==> config.mk <==
export PLATFORM = sky130hd
export DESIGN_NAME = zigzag_dcpred
export DESIGN_NICKNAME = d
export VERILOG_FILES = /design/src/rtl/jpeg_pkg.sv /design/src/rtl/zigzag_lut.sv /design/src/rtl/zigzag_dcpred.sv
export SDC_FILE = /design/constraint.sdc
export NUM_CORES = 2
export LEC_CHECK = 0
export ABC_AREA = 1
export CORE_MARGIN = 1.5
export CORE_UTILIZATION = 28
export CTS_BUF_LIST = sky130_fd_sc_hd__clkbuf_16
export CTS_CLUSTER_SIZE = 40
export DETAILED_ROUTE_END_ITERATION = 8
export SLEW_MARGIN = 0
export SYNTH_ARGS = -nofsm -noshare
export SYNTH_HDL_FRONTEND = slang
export SYNTH_HIERARCHICAL = 1
export SYNTH_SLANG_ARGS = --single-unit
==> constraint.sdc <==
create_clock -name clk -period 7.9 [get_ports clk]
set_input_delay 0.79 -clock clk [delete_from_list [all_inputs] [get_ports clk]]
set_output_delay 0.79 -clock clk [all_outputs]
set_load 0.02 [all_outputs]
==> src/rtl/jpeg_pkg.sv <==
// Shared JPEG constants: natural-to-zigzag table, transpose helper and component ids.
// The zigzag table lists the natural (row*8+col) index visited at each zigzag position.
package jpeg_pkg;

  typedef enum logic [1:0] {
    COMP_Y  = 2'd0,
    COMP_CB = 2'd1,
    COMP_CR = 2'd2
  } comp_e;

  typedef enum logic {
    S_IDLE = 1'b0,
    S_READ = 1'b1
  } rd_state_e;

  localparam logic [5:0] ZZ [64] = '{
    6'd0,  6'd1,  6'd8,  6'd16, 6'd9,  6'd2,  6'd3,  6'd10,
    6'd17, 6'd24, 6'd32, 6'd25, 6'd18, 6'd11, 6'd4,  6'd5,
    6'd12, 6'd19, 6'd26, 6'd33, 6'd40, 6'd48, 6'd41, 6'd34,
    6'd27, 6'd20, 6'd13, 6'd6,  6'd7,  6'd14, 6'd21, 6'd28,
    6'd35, 6'd42, 6'd49, 6'd56, 6'd57, 6'd50, 6'd43, 6'd36,
    6'd29, 6'd22, 6'd15, 6'd23, 6'd30, 6'd37, 6'd44, 6'd51,
    6'd58, 6'd59, 6'd52, 6'd45, 6'd38, 6'd31, 6'd39, 6'd46,
    6'd53, 6'd60, 6'd61, 6'd54, 6'd47, 6'd55, 6'd62, 6'd63
  };

  // Buffer is filled column-major, so a natural index r*8+c lives at c*8+r.
  function automatic logic [5:0] tr(input logic [5:0] n);
    return {n[2:0], n[5:3]};
  endfunction

endpackage

==> src/rtl/zigzag_lut.sv <==
// Combinational map from zigzag position k to column-major buffer address.
// Pure ROM, no state.
module zigzag_lut
  import jpeg_pkg::*;
(
  input  logic [5:0] k,
  output logic [5:0] addr
);

  always_comb begin
    addr = tr(ZZ[k]);
  end

endmodule

==> src/rtl/zigzag_dcpred.sv <==
// Ping-pong 8x8 reorder buffer (column-major in, zigzag out) with per-component DC prediction.
// Output burst starts 2 cycles after the 64th write; no input backpressure, output never stalls.
module zigzag_dcpred
  import jpeg_pkg::*;
#(
  parameter int W = 12
) (
  input  logic         clk,
  input  logic         rst,
  input  logic         q_en,
  input  logic [W-1:0] q,
  input  logic [1:0]   blk_comp,
  input  logic         frame_start,
  output logic         o_en,
  output logic [W:0]   o_data,
  output logic         o_sop,
  output logic         o_eop,
  output logic [1:0]   o_comp
);

  logic [W-1:0] mem_q [2][64];

  logic [5:0] wcnt_q, wcnt_d;
  logic       wb_q, wb_d, rb_q, rb_d;
  logic [1:0] full_q, full_d;
  logic [1:0] comp_q [2];
  logic [1:0] comp_d [2];

  rd_state_e  state_q, state_d;
  logic [5:0] k_q, k_d;
  logic       rd_act;
  logic [5:0] rd_addr;

  logic         rd_vld_q, rd_vld_d, rd_sop_q, rd_sop_d, rd_eop_q, rd_eop_d;
  logic [1:0]   rd_comp_q, rd_comp_d;
  logic [W-1:0] rd_dat_q, rd_dat_d;

  logic signed [W-1:0] pred_q [3];
  logic signed [W-1:0] pred_d [3];
  logic         o_en_q, o_en_d, o_sop_q, o_sop_d, o_eop_q, o_eop_d;
  logic [W:0]   o_data_q, o_data_d;
  logic [1:0]   o_comp_q, o_comp_d;
  logic [W:0]   dc_ext, pred_ext;

  zigzag_lut u_lut (
    .k    (k_q),
    .addr (rd_addr)
  );

  always_comb begin
    wcnt_d  = wcnt_q;
    wb_d    = wb_q;
    rb_d    = rb_q;
    full_d  = full_q;
    comp_d  = comp_q;
    state_d = state_q;
    k_d     = k_q;
    rd_act  = 1'b0;

    if (q_en) begin
      wcnt_d = wcnt_q + 6'd1;
      if (wcnt_q == 6'd0) comp_d[wb_q] = blk_comp;
      if (wcnt_q == 6'd63) begin
        full_d[wb_q] = 1'b1;
        wb_d         = ~wb_q;
      end
    end

    // IDLE issues k=0 itself so a newly filled bank is read on the very next cycle.
    case (state_q)
      S_IDLE: begin
        if (full_q[rb_q]) begin
          rd_act  = 1'b1;
          k_d     = 6'd1;
          state_d = S_READ;
        end
      end
      S_READ: begin
        rd_act = 1'b1;
        k_d    = k_q + 6'd1;
        if (k_q == 6'd63) begin
          full_d[rb_q] = 1'b0;
          rb_d         = ~rb_q;
          state_d      = full_q[~rb_q] ? S_READ : S_IDLE;
        end
      end
      default: state_d = S_IDLE;
    endcase

    rd_vld_d  = rd_act;
    rd_sop_d  = rd_act && (k_q == 6'd0);
    rd_eop_d  = rd_act && (k_q == 6'd63);
    rd_comp_d = comp_q[rb_q];
    rd_dat_d  = mem_q[rb_q][rd_addr];
  end

  always_comb begin
    dc_ext   = {rd_dat_q[W-1], rd_dat_q};
    pred_ext = frame_start ? '0 : {pred_q[rd_comp_q][W-1], pred_q[rd_comp_q]};
    pred_d   = pred_q;
    if (frame_start) pred_d = '{default: '0};
    if (rd_vld_q && rd_sop_q) pred_d[rd_comp_q] = rd_dat_q;

    o_en_d   = rd_vld_q;
    o_sop_d  = rd_vld_q && rd_sop_q;
    o_eop_d  = rd_vld_q && rd_eop_q;
    o_comp_d = rd_vld_q ? rd_comp_q : o_comp_q;
    o_data_d = '0;
    if (rd_vld_q) o_data_d = rd_sop_q ? (dc_ext - pred_ext) : dc_ext;
  end

  always_ff @(posedge clk) begin
    if (q_en) mem_q[wb_q][wcnt_q] <= q;
  end

  always_ff @(posedge clk) begin
    if (rst) begin
      wcnt_q    <= '0;
      wb_q      <= 1'b0;
      rb_q      <= 1'b0;
      full_q    <= '0;
      comp_q    <= '{default: '0};
      state_q   <= S_IDLE;
      k_q       <= '0;
      rd_vld_q  <= 1'b0;
      rd_sop_q  <= 1'b0;
      rd_eop_q  <= 1'b0;
      rd_comp_q <= '0;
      rd_dat_q  <= '0;
      pred_q    <= '{default: '0};
      o_en_q    <= 1'b0;
      o_sop_q   <= 1'b0;
      o_eop_q   <= 1'b0;
      o_comp_q  <= '0;
      o_data_q  <= '0;
    end else begin
      if (q_en) assert (!full_q[wb_q]);
      wcnt_q    <= wcnt_d;
      wb_q      <= wb_d;
      rb_q      <= rb_d;
      full_q    <= full_d;
      comp_q    <= comp_d;
      state_q   <= state_d;
      k_q       <= k_d;
      rd_vld_q  <= rd_vld_d;
      rd_sop_q  <= rd_sop_d;
      rd_eop_q  <= rd_eop_d;
      rd_comp_q <= rd_comp_d;
      rd_dat_q  <= rd_dat_d;
      pred_q    <= pred_d;
      o_en_q    <= o_en_d;
      o_sop_q   <= o_sop_d;
      o_eop_q   <= o_eop_d;
      o_comp_q  <= o_comp_d;
      o_data_q  <= o_data_d;
    end
  end

  assign o_en   = o_en_q;
  assign o_sop  = o_sop_q;
  assign o_eop  = o_eop_q;
  assign o_comp = o_comp_q;
  assign o_data = o_data_q;

endmodule

* After elaboration in Yosys (flattened, before gate mapping)
Memories as Yosys holds them, arrays and structs flattened. A register that Yosys moved wholly into a read port is not among the register bits. Index checks and enable logic that the tools add are counted.
Storage, ports and cells: output and inout bits 18, bits in read-only memories 384, memory bits (writable) 1536, logic and storage cells 117, memories 2, register bits after elaboration 92, input bits 18
Cells by class: muxes and demuxes 46, bitwise operators 13, magnitude comparators 14, add/subtract/negate cells 3, equality and inequality tests 3, reduce and logical (&&, ||, !) cells 15
Memories:
- mem_q | words 2, width 768, read ports 1, clocked after Yosys merged registers in 1, write ports 1, line zigzag_dcpred.sv:21 | logic [W-1:0] mem_q [2][64];
- (no name shown) | words 64, width 6, read ports 1, clocked after Yosys merged registers in 0, write ports 0, line zigzag_lut.sv:11 | addr = tr(ZZ[k]);
Operators by type and width (number):
- $mux W768 | 1
- $bmux W12 S6 | 1
- $demux W12 S6 | 1
- $mux W12 | 6
- $mux W36 | 2
- $bwmux W36 | 1
- $mux W13 | 2
- $bmux W12 S2 | 1
- $demux W12 S2 | 1
- $ge A7 B7 Y1 const B | 3
- $not A6 Y7 | 3
- $mux W6 | 3
- $mux W2 | 8
- $sub A13 B13 Y13 | 1
- $add A6 B1 Y6 const B | 2
- $eq A6 B6 Y1 const B | 2
- $logic_not A6 Y1 | 2
- $mux W1 | 12
- $pmux W6 S2 | 1
- $logic_and A1 B1 Y1 | 9
- $lt A7 B1 Y1 const B | 1
- $lt A1 B2 Y1 const B | 3
- $reduce_and A2 Y1 | 3
- $bwmux W4 | 1
- other kinds (16) | 24

* Logic depth before layout (Yosys ltp)
depth in word-level cells 10, mapped depth 22

* Modules after synthesis
The synthesis kept the hierarchy.
Modules (own cells, without submodules):
- zigzag_dcpred | seq. area each 47986.0 µm², area an instance 66715.2 µm², cells an instance 5818, instances 1
- zigzag_lut | seq. area each 0.0 µm², area an instance 745.7 µm², cells an instance 149, instances 1

* Worst setup path after synthesis
No wires, ideal clock.
path kind input port to flip-flop, from input port frame_start, to register o_data_q[7] (netlist: o_data[7]), slack 4.819 ns, cell stages on the path 12, library setup time 0.115 ns, arrival time 2.966 ns, cell sequence clkbuf_1 buf_1 nor2_1 a221oi_1 ha_1 a21oi_1 nand2_1 a21oi_1 o21ai_0 xor2_1 o21ai_0 inv_1
Between the ends: cells in the longest elaborated chain, start to end 3
Ends and longest elaborated chain:
- start: declaration | line zigzag_dcpred.sv:13 | input logic frame_start,
- $mux W13 | line zigzag_dcpred.sv:99 | pred_ext = frame_start ? '0 : {pred_q[rd_comp_q][W-1], pred_q[rd_comp_q]};
- $sub A13 B13 Y13 | line zigzag_dcpred.sv:109 | if (rd_vld_q) o_data_d = rd_sop_q ? (dc_ext - pred_ext) : dc_ext;
- $mux W13 | line zigzag_dcpred.sv:109
- end signal: assignment | line zigzag_dcpred.sv:155 | o_data_q <= o_data_d;
- end: declaration | line zigzag_dcpred.sv:41 | logic [W:0] o_data_q, o_data_d;
Every way passes these cells. A chain may end at the register's enable or synchronous reset.

* Worst setup path in the final report
from register k_q[1], to register rd_dat_q[2]
Between the ends: cells in the longest elaborated chain, start to end 8
Ends and longest elaborated chain:
- start: declaration | line zigzag_dcpred.sv:30 | logic [5:0] k_q, k_d;
- start signal: assignment | line zigzag_dcpred.sv:144 | k_q <= k_d;
- $not A6 Y7 (implied by the code) | line zigzag_lut.sv:11
- $mem_v2 Z64 W6
- $mux W6 (implied by the code) (2 in a row) | line zigzag_lut.sv:11
- via rd_addr[1] | line zigzag_dcpred.sv:32 | logic [5:0] rd_addr;
- $not A6 Y7 (implied by the code) | line zigzag_dcpred.sv:94 | rd_dat_d = mem_q[rb_q][rd_addr];
- $bmux W12 S6 | line zigzag_dcpred.sv:94
- $mux W12 (implied by the code) (2 in a row) | line zigzag_dcpred.sv:94
- end signal: assignment | line zigzag_dcpred.sv:149 | rd_dat_q <= rd_dat_d;
- end: declaration | line zigzag_dcpred.sv:36 | logic [W-1:0] rd_dat_q, rd_dat_d;
The timed path passes the listed nets, and every way through them passes these cells. The select of a mux whose other input is x is not followed.

==> out/qor.csv <==
stage,metric,value,unit
status,status,completed,
global_route,largest net degree at the start of global routing,202,
finish,Area Overhead vs Synth,13.10,%
placed_design,placed insts,8907,
synthesis,Mapped Area,67460,µm²
detailed_routing,final WL,192.1,mm
cts,root buffer cell,clkbuf_16,
worst_setup_path,Crit-path slowest cell,inv_6,
worst_setup_path,cells along the critical path,inv_1 > ha_1 > inv_1 > nand2_1 > nand3_1 > nand2_1 > nand2_1 > nand2_1 > nand2_4 > inv_6 > buf_12 > nand3_1 > nand3_1 > nand2_1 > nand2_1 > nand3_1 > nand2_1 > nor2_1 > nor2_1,
timing,unrepaired setup endpoints after global routing,false,
timing,final setup fails,0,
worst_setup_path,Crit Path Max Fanout,104,
global_route,grt ovf,0,
detailed_routing,Final ANT Viol Nets,0,
global_route,Total GRT Usage,0.1536,
timing,Slew @ Worst Pin,1436,ps
cts,CTS tree,yes,
cts,CTS buffer count,169,
synthesis,syn avg cell area,11.31,µm²
timing,Setup WS post-layout,3054,ps
worst_setup_path,CP peak stage delay,860,ps
cts,H-tree levels,4,
synthesis,ys flop type,edfxtp_1,
cts,Post-CTS Resized,0,
synthesis,ys async rst share,0,
cts,CTS Hold Bufs,0,
cts,Skew-Pair Late Insertion Delay,840,ps
detailed_routing,DRC errors left,0,
detailed_routing,Via density,4.963,
worst_setup_path,CP startpoint kind,flop,
floorplan,I/O Pins,36,
floorplan,core area,240100,µm²
timing,minimum clock period,4846,ps
detailed_routing,DR vias,45764,
cts,"Clk pin slew, worst setup/hold paths",60,ps
finish,Post-Layout Cell Count,9221,
timing,Pins Over Slew Limit,0,
finish,fill count,24008,
worst_setup_path,"Arr. time, crit path",5620,ps
detailed_routing,Starting DRT DRC Count,5131,
finish,Total Nets Final,5941,
finish,share of cells above drive strength 1,0.07010,
timing,setup TNS,0,ps
worst_setup_path,Worst EP required,8670,ps
cts,Clock Path Buffers,3,
hold_path,HP Class,in -> reg,
synthesis,Synth Instances,5967,
cts,Setup Buffers After CTS,0,
global_route,first-pass GRT wire length,285.4,mm
placed_design,count of input and output buffers,35,
detailed_routing,M1 WL,80.23,mm
floorplan,Starting Density,0.2810,
synthesis,syn_nets,6013,
worst_setup_path,crit path kind,reg -> reg,
floorplan,Die Wd,493.9,µm
timing,Max Freq,206.3,MHz
timing,crit share post-route,0.6134,
synthesis,Yosys warning total,6,
power,Max rail drop VDD,0.0001695,V
placed_design,Place WS,3097,ps
detailed_routing,WL met2,88.43,mm
timing,Final Hold Viols,0,
detailed_routing,First-pass DRT Iterations,6,
synthesis,"Distinct cells, synth",40,
synthesis,register area share after synthesis,0.7113,
synthesis,Yosys reg bits,1629,
timing,Slew HR,0.03895,
worst_setup_path,Crit path top cell by count,nand2_1,
worst_setup_path,WP buf/inv,4,
run,MaxCap Viol Count,0,
floorplan,Die ar.,243900,µm²
worst_setup_path,"CP delay by family, top",simple AND/OR/NAND/NOR gates,
global_route,vias in the first global route,43172,
placed_design,GPL Wtd Cong,0.8827,
global_route,initial antenna violation count,5,
floorplan,Die Y-Extent,493.9,µm
power,Leak,26.34,nW
placed_design,DP HPWL,106.2,mm
cts,clk sinks,1629,
detailed_routing,DR top layer,met5,
worst_setup_path,Worst Setup End Kind,flop,
synthesis,Post-synth EDFFs,1536,
detailed_routing,WL/cell,20.83,µm
detailed_routing,Met3 Routed Length,17.37,mm
timing,clock skew,78.03,ps
power,P per Cell Area,228.1,nW/µm²
floorplan,row cnt,180,
-- report_power, final --
part	internal, mW	leakage (nW)	total (mW)	switching [mW]
logic	0.0485	9.05	0.312	0.264
registers	9.46	14.6	9.48	0.0235
clock network	4.18	2.72	7.61	3.43
-- synth_stat cells (2+ instances only) --
cell,n,area share
nand2_1,1924,0.11
edfxtp_1,1536,0.68
nand3_1,1437,0.11
nor2_1,194,0.011
buf_2,175,0.013
inv_1,101,0.0056
clkbuf_1,97,0.0054
dfxtp_1,93,0.028
nor3_1,81,0.0060
a21oi_1,63,0.0047
buf_4,51,0.0057
o21ai_0,40,0.0030
buf_1,34,0.0019
a211oi_1,33,0.0037
ha_1,27,0.0050
buf_6,25,0.0042
inv_2,7,0.00039
a221oi_1,6,0.00078
clkinv_1,6,0.00033
xor2_1,5,0.00065
nor2_2,4,0.00037
o211ai_1,3,0.00033
o21ai_1,3,0.00022
a31oi_1,2,0.00019
buf_8,2,0.00045
o2111ai_1,2,0.00026
o21bai_1,2,0.00022
xnor2_1,2,0.00026
-- area by class of cell --
cell class	instances	area, µm²	area share
sequential	1629	47990	0.6290
multi-input combinational	3837	17230	0.2259
clock buffer	169	4229	0.05543
inverter	116	467.9	0.006133
tap	3185	3985	0.05223
timing repair buffer	142	1330	0.01743
clock inverter	141	1057	0.01386
antenna	2	5.005	0.00006559
-- state kept, by name, indices dropped and copies added (netlist names), 4 cells and up, named ones only --
signal,cells
comp_q,4
k_q,6
mem_q,1536
o_data,13
pred_q,36
rd_dat_q,12
wcnt_q,6
-- cell usage in the layout, fill, tap and decap left out, types with 3 or more instances in the layout --
cell type | netlist | layout
a211oi_1 | 33 | 33
a21oi_1 | 63 | 63
a221oi_1 | 6 | 6
buf_12 | 1 | 13
buf_4 | 51 | 93
buf_6 | 25 | 13
bufinv_16 | 0 | 8
clkbuf_16 | 0 | 169
clkdlybuf4s50_1 | 0 | 22
clkinv_1 | 6 | 50
clkinv_16 | 0 | 7
clkinv_2 | 1 | 29
clkinvlp_4 | 0 | 5
dfxtp_1 | 93 | 91
edfxtp_1 | 1536 | 1536
ha_1 | 27 | 27
inv_1 | 101 | 140
inv_16 | 0 | 3
inv_2 | 7 | 6
inv_6 | 0 | 5
nand2_1 | 1924 | 1923
nand3_1 | 1437 | 1437
nor2_1 | 194 | 188
nor2_2 | 4 | 9
nor3_1 | 81 | 33
nor3_2 | 1 | 49
o211ai_1 | 3 | 3
o21ai_0 | 40 | 39
o21ai_1 | 3 | 3
xor2_1 | 5 | 5
-- path summary, 6_finish.rpt --
kind / start / endpoint / slack (ps) / cells after the start
hold reg to reg: full_q[1] / state_q / 470 / 2
setup / recovery: k_q[1] / rd_dat_q[2] / 3050 / 19
setup reg to reg: k_q[1] / rd_dat_q[2] / 3050 / 19
hold / removal: q[3] / mem_q[0][507] / 380 / 1
-- kinds of logic (layout without fill, tap and decap cells) --
kind of cell               after synthesis  count (layout)  share of synthesized area
DFF                                   1629            1629                     0.7113
AOI/OAI and AO/OA                      157             157                    0.01367
other                                    0               2                          0
and+or+nand+nor                       3645            3645                     0.2314
xor gates and xnor gates                 7               7                  0.0009088
adders and majority gates               28              28                   0.005304
buffers and inverters                  501             568                    0.03737
-- metal layers --
layer	track usage	vias up
met4	0.05307	2
li1	-	20804
met2	0.2407	2032
met3	0.02957	296
met5	0	-
met1	0.2121	22630
-- metrics by stage --
| stage | utilization | power (mW) | hold WS (ps) | instance area [µm²] |
|---|---|---|---|---|
| 6_report | 0.3178 | 17.40 | 376.7 | 76300 |
| 5_1_grt | 0.3178 | 17.87 | 362.6 | 76300 |
| 4_1_cts | 0.3177 | 17.50 | 346.1 | 76270 |
| 3_5_place_dp | 0.2957 | 9.973 | 463.2 | 70980 |
| 3_3_place_gp | 0.2957 | 9.967 | 457.0 | 70980 |
| 2_1_floorplan | - | 9.742 | 403.5 | 67460 |
No activity file was read; power rests on OpenSTA's default activity.
